### src/rtl/wb_select_pipe_if.sv
// Writeback selector handshake bundle: upstream beat request plus the registered writeback beat.
interface wb_select_pipe_if #(
    parameter int unsigned DATA_W  = 32,
    parameter int unsigned NUM_SRC = 9,
    parameter int unsigned SEL_W   = 4,
    parameter int unsigned ERR_W   = 8
);
    logic                      in_valid;
    logic                      in_ready;
    logic [SEL_W-1:0]          sel;
    logic [NUM_SRC*DATA_W-1:0] data_bus;
    logic [4:0]                in_dest;
    logic                      in_wr;
    logic                      out_valid;
    logic                      out_ready;
    logic [DATA_W-1:0]         out_data;
    logic [4:0]                out_dest;
    logic                      out_wr;
    logic                      illegal_sel;
    logic [ERR_W-1:0]          err_count;

    modport master (
        output in_valid, sel, data_bus, in_dest, in_wr, out_ready,
        input  in_ready, out_valid, out_data, out_dest, out_wr, illegal_sel, err_count
    );

    modport slave (
        input  in_valid, sel, data_bus, in_dest, in_wr, out_ready,
        output in_ready, out_valid, out_data, out_dest, out_wr, illegal_sel, err_count
    );
endinterface

### src/rtl/wb_select_pipe.sv
// Registered writeback source selector with a 2-entry skid buffer, flush and
// saturating illegal-selector accounting.
module wb_select_pipe #(
    parameter int unsigned DATA_W    = 32,
    parameter int unsigned NUM_SRC   = 9,
    parameter int unsigned SEL_W     = 4,
    parameter int unsigned CONST_VAL = 227,
    parameter int unsigned ERR_W     = 8
) (
    input  logic              clk,
    input  logic              reset,
    input  logic              flush,
    wb_select_pipe_if.slave   bus
);

    typedef struct packed {
        logic [DATA_W-1:0] data;
        logic [4:0]        dest;
        logic              wr;
    } beat_t;

    typedef enum logic [1:0] {EMPTY = 2'd0, ONE = 2'd1, TWO = 2'd2} state_t;

    state_t            state_q, state_d;
    beat_t             m_q, s_q;
    beat_t             in_beat;
    logic [DATA_W-1:0] sel_data;
    logic              sel_illegal;
    logic              accept, pop;
    logic              load_m_in, load_m_s, load_s;
    logic              in_ready_q, out_valid_q, illegal_q;
    logic [ERR_W-1:0]  err_q;

    // Source selection; slices are only addressed by in-range codes.
    always_comb begin
        sel_data    = '0;
        sel_illegal = bus.sel > SEL_W'(NUM_SRC);
        if (bus.sel == '0) begin
            sel_data = DATA_W'(CONST_VAL);
        end
        for (int unsigned k = 1; k <= NUM_SRC; k++) begin
            if (bus.sel == SEL_W'(k)) begin
                sel_data = bus.data_bus[(k-1)*DATA_W +: DATA_W];
            end
        end
        in_beat = '{data: sel_data, dest: bus.in_dest, wr: bus.in_wr};
    end

    // Skid buffer next-state and load decode.
    always_comb begin
        state_d   = state_q;
        load_m_in = 1'b0;
        load_m_s  = 1'b0;
        load_s    = 1'b0;
        accept    = bus.in_valid && in_ready_q && !flush;
        pop       = out_valid_q && bus.out_ready;
        unique case (state_q)
            EMPTY: begin
                if (accept) begin
                    state_d   = ONE;
                    load_m_in = 1'b1;
                end
            end
            ONE: begin
                if (accept && pop) begin
                    load_m_in = 1'b1;
                end else if (accept) begin
                    state_d = TWO;
                    load_s  = 1'b1;
                end else if (pop) begin
                    state_d = EMPTY;
                end
            end
            TWO: begin
                if (pop) begin
                    state_d  = ONE;
                    load_m_s = 1'b1;
                end
            end
            default: state_d = EMPTY;
        endcase
        if (flush) begin
            state_d = EMPTY;
        end
    end

    always_ff @(posedge clk) begin
        if (reset) begin
            state_q     <= EMPTY;
            m_q         <= '0;
            s_q         <= '0;
            in_ready_q  <= 1'b1;
            out_valid_q <= 1'b0;
            illegal_q   <= 1'b0;
            err_q       <= '0;
        end else begin
            state_q     <= state_d;
            in_ready_q  <= (state_d != TWO);
            out_valid_q <= (state_d != EMPTY);
            illegal_q   <= accept && sel_illegal;
            if (load_m_in) begin
                m_q <= in_beat;
            end else if (load_m_s) begin
                m_q <= s_q;
            end
            if (load_s) begin
                s_q <= in_beat;
            end
            if (accept && sel_illegal && (err_q != '1)) begin
                err_q <= err_q + ERR_W'(1);
            end
        end
    end

    assign bus.in_ready    = in_ready_q;
    assign bus.out_valid   = out_valid_q;
    assign bus.out_data    = m_q.data;
    assign bus.out_dest    = m_q.dest;
    assign bus.out_wr      = m_q.wr;
    assign bus.illegal_sel = illegal_q;
    assign bus.err_count   = err_q;

endmodule

### src/flat_wrapper.sv
// flat-port wrapper written by rule: the top's interface ports become plain ports
module wb_select_pipe_flat 
#(
    parameter int unsigned DATA_W    = 32,
    parameter int unsigned NUM_SRC   = 9,
    parameter int unsigned SEL_W     = 4,
    parameter int unsigned CONST_VAL = 227,
    parameter int unsigned ERR_W     = 8
)
  (clk, reset, flush, bus_in_valid, bus_sel, bus_data_bus, bus_in_dest, bus_in_wr, bus_out_ready, bus_in_ready, bus_out_valid, bus_out_data, bus_out_dest, bus_out_wr, bus_illegal_sel, bus_err_count);
  wb_select_pipe_if #(.DATA_W(DATA_W), .NUM_SRC(NUM_SRC), .SEL_W(SEL_W), .ERR_W(ERR_W)) bus_i ();
  input  logic clk;
  input  logic reset;
  input  logic flush;
  input wire logic [$bits(bus_i.in_valid)-1:0] bus_in_valid;
  input wire logic [$bits(bus_i.sel)-1:0] bus_sel;
  input wire logic [$bits(bus_i.data_bus)-1:0] bus_data_bus;
  input wire logic [$bits(bus_i.in_dest)-1:0] bus_in_dest;
  input wire logic [$bits(bus_i.in_wr)-1:0] bus_in_wr;
  input wire logic [$bits(bus_i.out_ready)-1:0] bus_out_ready;
  output wire logic [$bits(bus_i.in_ready)-1:0] bus_in_ready;
  output wire logic [$bits(bus_i.out_valid)-1:0] bus_out_valid;
  output wire logic [$bits(bus_i.out_data)-1:0] bus_out_data;
  output wire logic [$bits(bus_i.out_dest)-1:0] bus_out_dest;
  output wire logic [$bits(bus_i.out_wr)-1:0] bus_out_wr;
  output wire logic [$bits(bus_i.illegal_sel)-1:0] bus_illegal_sel;
  output wire logic [$bits(bus_i.err_count)-1:0] bus_err_count;
  assign bus_i.in_valid = bus_in_valid;
  assign bus_i.sel = bus_sel;
  assign bus_i.data_bus = bus_data_bus;
  assign bus_i.in_dest = bus_in_dest;
  assign bus_i.in_wr = bus_in_wr;
  assign bus_i.out_ready = bus_out_ready;
  assign bus_in_ready = bus_i.in_ready;
  assign bus_out_valid = bus_i.out_valid;
  assign bus_out_data = bus_i.out_data;
  assign bus_out_dest = bus_i.out_dest;
  assign bus_out_wr = bus_i.out_wr;
  assign bus_illegal_sel = bus_i.illegal_sel;
  assign bus_err_count = bus_i.err_count;
  wb_select_pipe #(.DATA_W(DATA_W), .NUM_SRC(NUM_SRC), .SEL_W(SEL_W), .CONST_VAL(CONST_VAL), .ERR_W(ERR_W)) u_core (.clk(clk), .reset(reset), .flush(flush), .bus(bus_i));
endmodule
### config.mk
export PLATFORM = sky130hd
export DESIGN_NAME = wb_select_pipe_flat
export DESIGN_NICKNAME = d
export VERILOG_FILES = /design/src/rtl/wb_select_pipe_if.sv /design/src/rtl/wb_select_pipe.sv /design/src/flat_wrapper.sv
export SDC_FILE = /design/constraint.sdc
export NUM_CORES = 1
export LEC_CHECK = 0
export ABC_AREA = 1
export CELL_PAD_IN_SITES_DETAIL_PLACEMENT = 0
export CELL_PAD_IN_SITES_GLOBAL_PLACEMENT = 2
export CORE_MARGIN = 2
export CORE_UTILIZATION = 18
export DETAILED_ROUTE_END_ITERATION = 8
export PLACE_DENSITY_LB_ADDON = 0.1
export SLEW_MARGIN = 25
export SYNTH_ARGS = -nofsm -noshare
export SYNTH_HDL_FRONTEND = slang
export SYNTH_SLANG_ARGS = --single-unit
### constraint.sdc
create_clock -name clk -period 2 [get_ports clk]
set_clock_uncertainty 0.2 [all_clocks]
set_input_delay 0.5 -clock clk [delete_from_list [all_inputs] [get_ports clk]]
set_output_delay 0.5 -clock clk [all_outputs]
set_load 0.02 [all_outputs]
==> flow_metrics.tcl <==
set metrics [dict create \
    relSlewSlack_pct 75.14 \
    cp_max_fo 25 \
    io_buffers 351 \
    die-area_um2 35760 \
    cts.sinks 89 \
    dieWidth_um 189.1 \
    synth_top_area_share_pct 28.89 \
    start_util_pct 18.35 \
    pin_count 352 \
    tns_ns 0 \
    numCtsBuffers 9 \
    synth_area_leaders "dfxtp_1 29%, nand2_1 17%, nand3_1 11%, nor2_1 11%, inv_1 7.5%" \
    grt-ovfl-total 0 \
    wl_per_cell_um 18.39 \
    yosysSeqAreaShare_pct 28.89 \
    layout.nets 1789 \
    irDropWorstVdd_v 0.0004011 \
    die_height_um 189.1 \
    clk_path_buf_depth 2 \
    area_growth_pct 88.21 \
    cts_tree "yes" \
    vias 8319 \
    end_kind "register" \
    track_usage_pct 19.67 \
    num_rows 67 \
    fin_total_pwr_mw 5.246 \
    cp.required_ns 2.02 \
    status "complete, no violations" \
    synth_cell_types 30 \
    clk_latency_ns 0.35 \
    h-tree-depth 3 \
    grt_max_degree 52 \
    synthCells 1078 \
    ant_nets 0 \
    crit_path_start_kind "input port" \
    fill_cells 3732 \
    routabilityCongestion 0.8225 \
    setup_viol 0 \
    hpwlAfterDp_um 27480 \
    syn_area_um2 6167 \
    clock.fmax_ghz 0.5194 \
    core_area_um2 33620 \
    hold_path_class "reg2reg" \
    crit_chain "dlygate4sd2_1 -> nand2_2 -> inv_2 -> nor2_2 -> inv_1 -> nor3_4 -> buf_4 -> clkbuf_16 -> a41oi_1" \
    yosysWarnings 0 \
    syn_nets 1382 \
    arrival_ns 1.95 \
    drt_iter0_markers 353 \
    power.density_nw_per_um2 451.9 \
    grt_pass1_vias 8453 \
    via_per_inst 4.266 \
    drv_cap 0 \
    slowest_delay_ns 0.30 \
    slew_violations 0 \
    routed_wl_um 35860 \
    drc 0 \
    antenna_found_initial 15 \
    path_clk_slew_ns 0.07 \
    drive_above_1_share_pct 13.22 \
    ys_ff_latch 89 \
    rsz0062_at_grt "true" \
    slowest_stage "nor3_4" \
    yosysTopAreaCell "dfxtp_1" \
    first_pass_iters 5 \
    fin_crit_sh_pct 96.26 \
    ctsHoldBuffers 0 \
    final_hold_viol_count 0 \
    postSynthAreaPerCell_um2 5.721 \
    root_buffer "clkbuf_16" \
    worst_pin_slew_ns 0.3716 \
    finalCriticalPeriod_ns 1.925 \
    grt_pass1_wl_um 52210 \
    static-leakage-power_nw 5.121 \
    path_class "in2reg" \
]
[logic make-up after synthesis]
family | after synthesis | share of synthesized area [%]
DFF | 89 | 28.89
AOI/OAI and AO/OA | 121 | 11.22
xor gates and xnor gates | 2 | 0.2841
buffers and inverters | 194 | 12.66
and+or+nand+nor | 671 | 46.74
adders and majority gates | 1 | 0.2028
[where the power goes]
group / switching, mW / internal [mW] / total [mW]
clock: 0.743 / 1.07 / 1.81
sequential: 0.0282 / 1.83 / 1.86
combinational: 0.686 / 0.889 / 1.58
total: 1.46 / 3.79 / 5.25
[cell usage after synthesis]
master	n
nand2_1	286
nor2_1	174
nand3_1	140
inv_1	124
dfxtp_1	89
a21oi_1	55
nand4_1	39
o21ai_0	34
buf_2	32
clkbuf_1	24
o211ai_1	18
or2_2	17
inv_2	9
a22oi_1	6
a41oi_1	6
nor3_1	6
nor2_4	3
buf_4	2
nor4_1	2
xor2_1	2
a22o_1	1
clkbuf_2	1
clkbuf_4	1
clkinv_1	1
ha_1	1
nand2_2	1
nor2_2	1
nor3_2	1
o21ai_1	1
or2_0	1
[final cells by class]
type	count	area (um2)	share of cell area, %
multi-input combinational	795	3760	32.39
clock buffer	14	274.0	2.361
tap	448	560.5	4.829
clock inverter	2	35.03	0.3018
antenna	12	30.03	0.2587
timing repair buffer	456	4646	40.02
sequential	89	1784	15.37
inverter	134	518.0	4.463
[cells in the final DEF, fill, tap and decap left out, types with 17 or more instances in the layout]
master | netlist | final
clkdlybuf4s50_1 | 0 | 294
nand2_1 | 286 | 271
nor2_1 | 174 | 161
nand3_1 | 140 | 139
inv_1 | 124 | 119
dfxtp_1 | 89 | 87
buf_4 | 2 | 74
a21oi_1 | 55 | 53
dlygate4sd2_1 | 0 | 49
nand4_1 | 39 | 39
o21ai_0 | 34 | 34
buf_12 | 0 | 20
o211ai_1 | 18 | 18
or2_2 | 17 | 17
[state kept, by name (all words and copies together) (netlist names)]
signal                  flops
u_core.bus.in_ready         1
u_core.bus.illegal_sel      1
u_core.bus.out_wr           1
u_core.bus.err_count        8
u_core.bus.out_valid        1
u_core.state_q              2
u_core.bus.out_data        32
u_core.s_q                 38
u_core.bus.out_dest         5
[layer usage]
layer / GRT usage [%] / share of wire [%] / vias to the layer above
li1: - / - / 4291
met1: 22.85 / 42 / 3770
met2: 34.74 / 50 / 216
met3: 5.412 / 6.2 / 36
met4: 6.460 / 1.8 / 6
met5: 0 / 0.095 / -
[timing repair]
action	4_1_cts	5_1_grt
buffers inserted	6	7
endpoints found under the hold margin	0	0
resized for setup	101	26
pin swaps	12	9
gates cloned	6	1
endpoints found under the setup margin	127	79
[per-stage QoR]
| stage | hold slack [ns] | cells | cell area, um2 | setup WS, ns | util [%] |
|---|---|---|---|---|---|
| floorplan | 0.2646 | 1078 | 6167 | 0.02211 | - |
| global placement | 0.2556 | 1902 | 10840 | -0.7884 | 32.25 |
| detailed placement | 0.2584 | 1902 | 10840 | -0.7776 | 32.25 |
| CTS | 0.2659 | 1930 | 11460 | 0.001041 | 34.09 |
| global route | 0.2811 | 1948 | 11600 | -0.05126 | 34.51 |
| finish | 0.2620 | 1950 | 11610 | 0.07477 | 34.53 |
[critical path, delay by kind of cell]
kind	cells	cell delay, ns
buf+inv	5	0.80
simple gates	3	0.51
compound gates	1	0.13
[worst paths after layout]
check                           from  cells past startpoint                 endpoint  slack (ns)
max                    bus_out_ready                      9           u_core.s_q[28]        0.07
min          u_core.bus.out_data[11]                      2  u_core.bus.out_data[11]        0.26
max reg2reg  u_core.bus.err_count[0]                     10  u_core.bus.err_count[0]        0.10
min reg2reg  u_core.bus.out_data[11]                      2  u_core.bus.out_data[11]        0.26
Power figures use the tool's default switching activity.
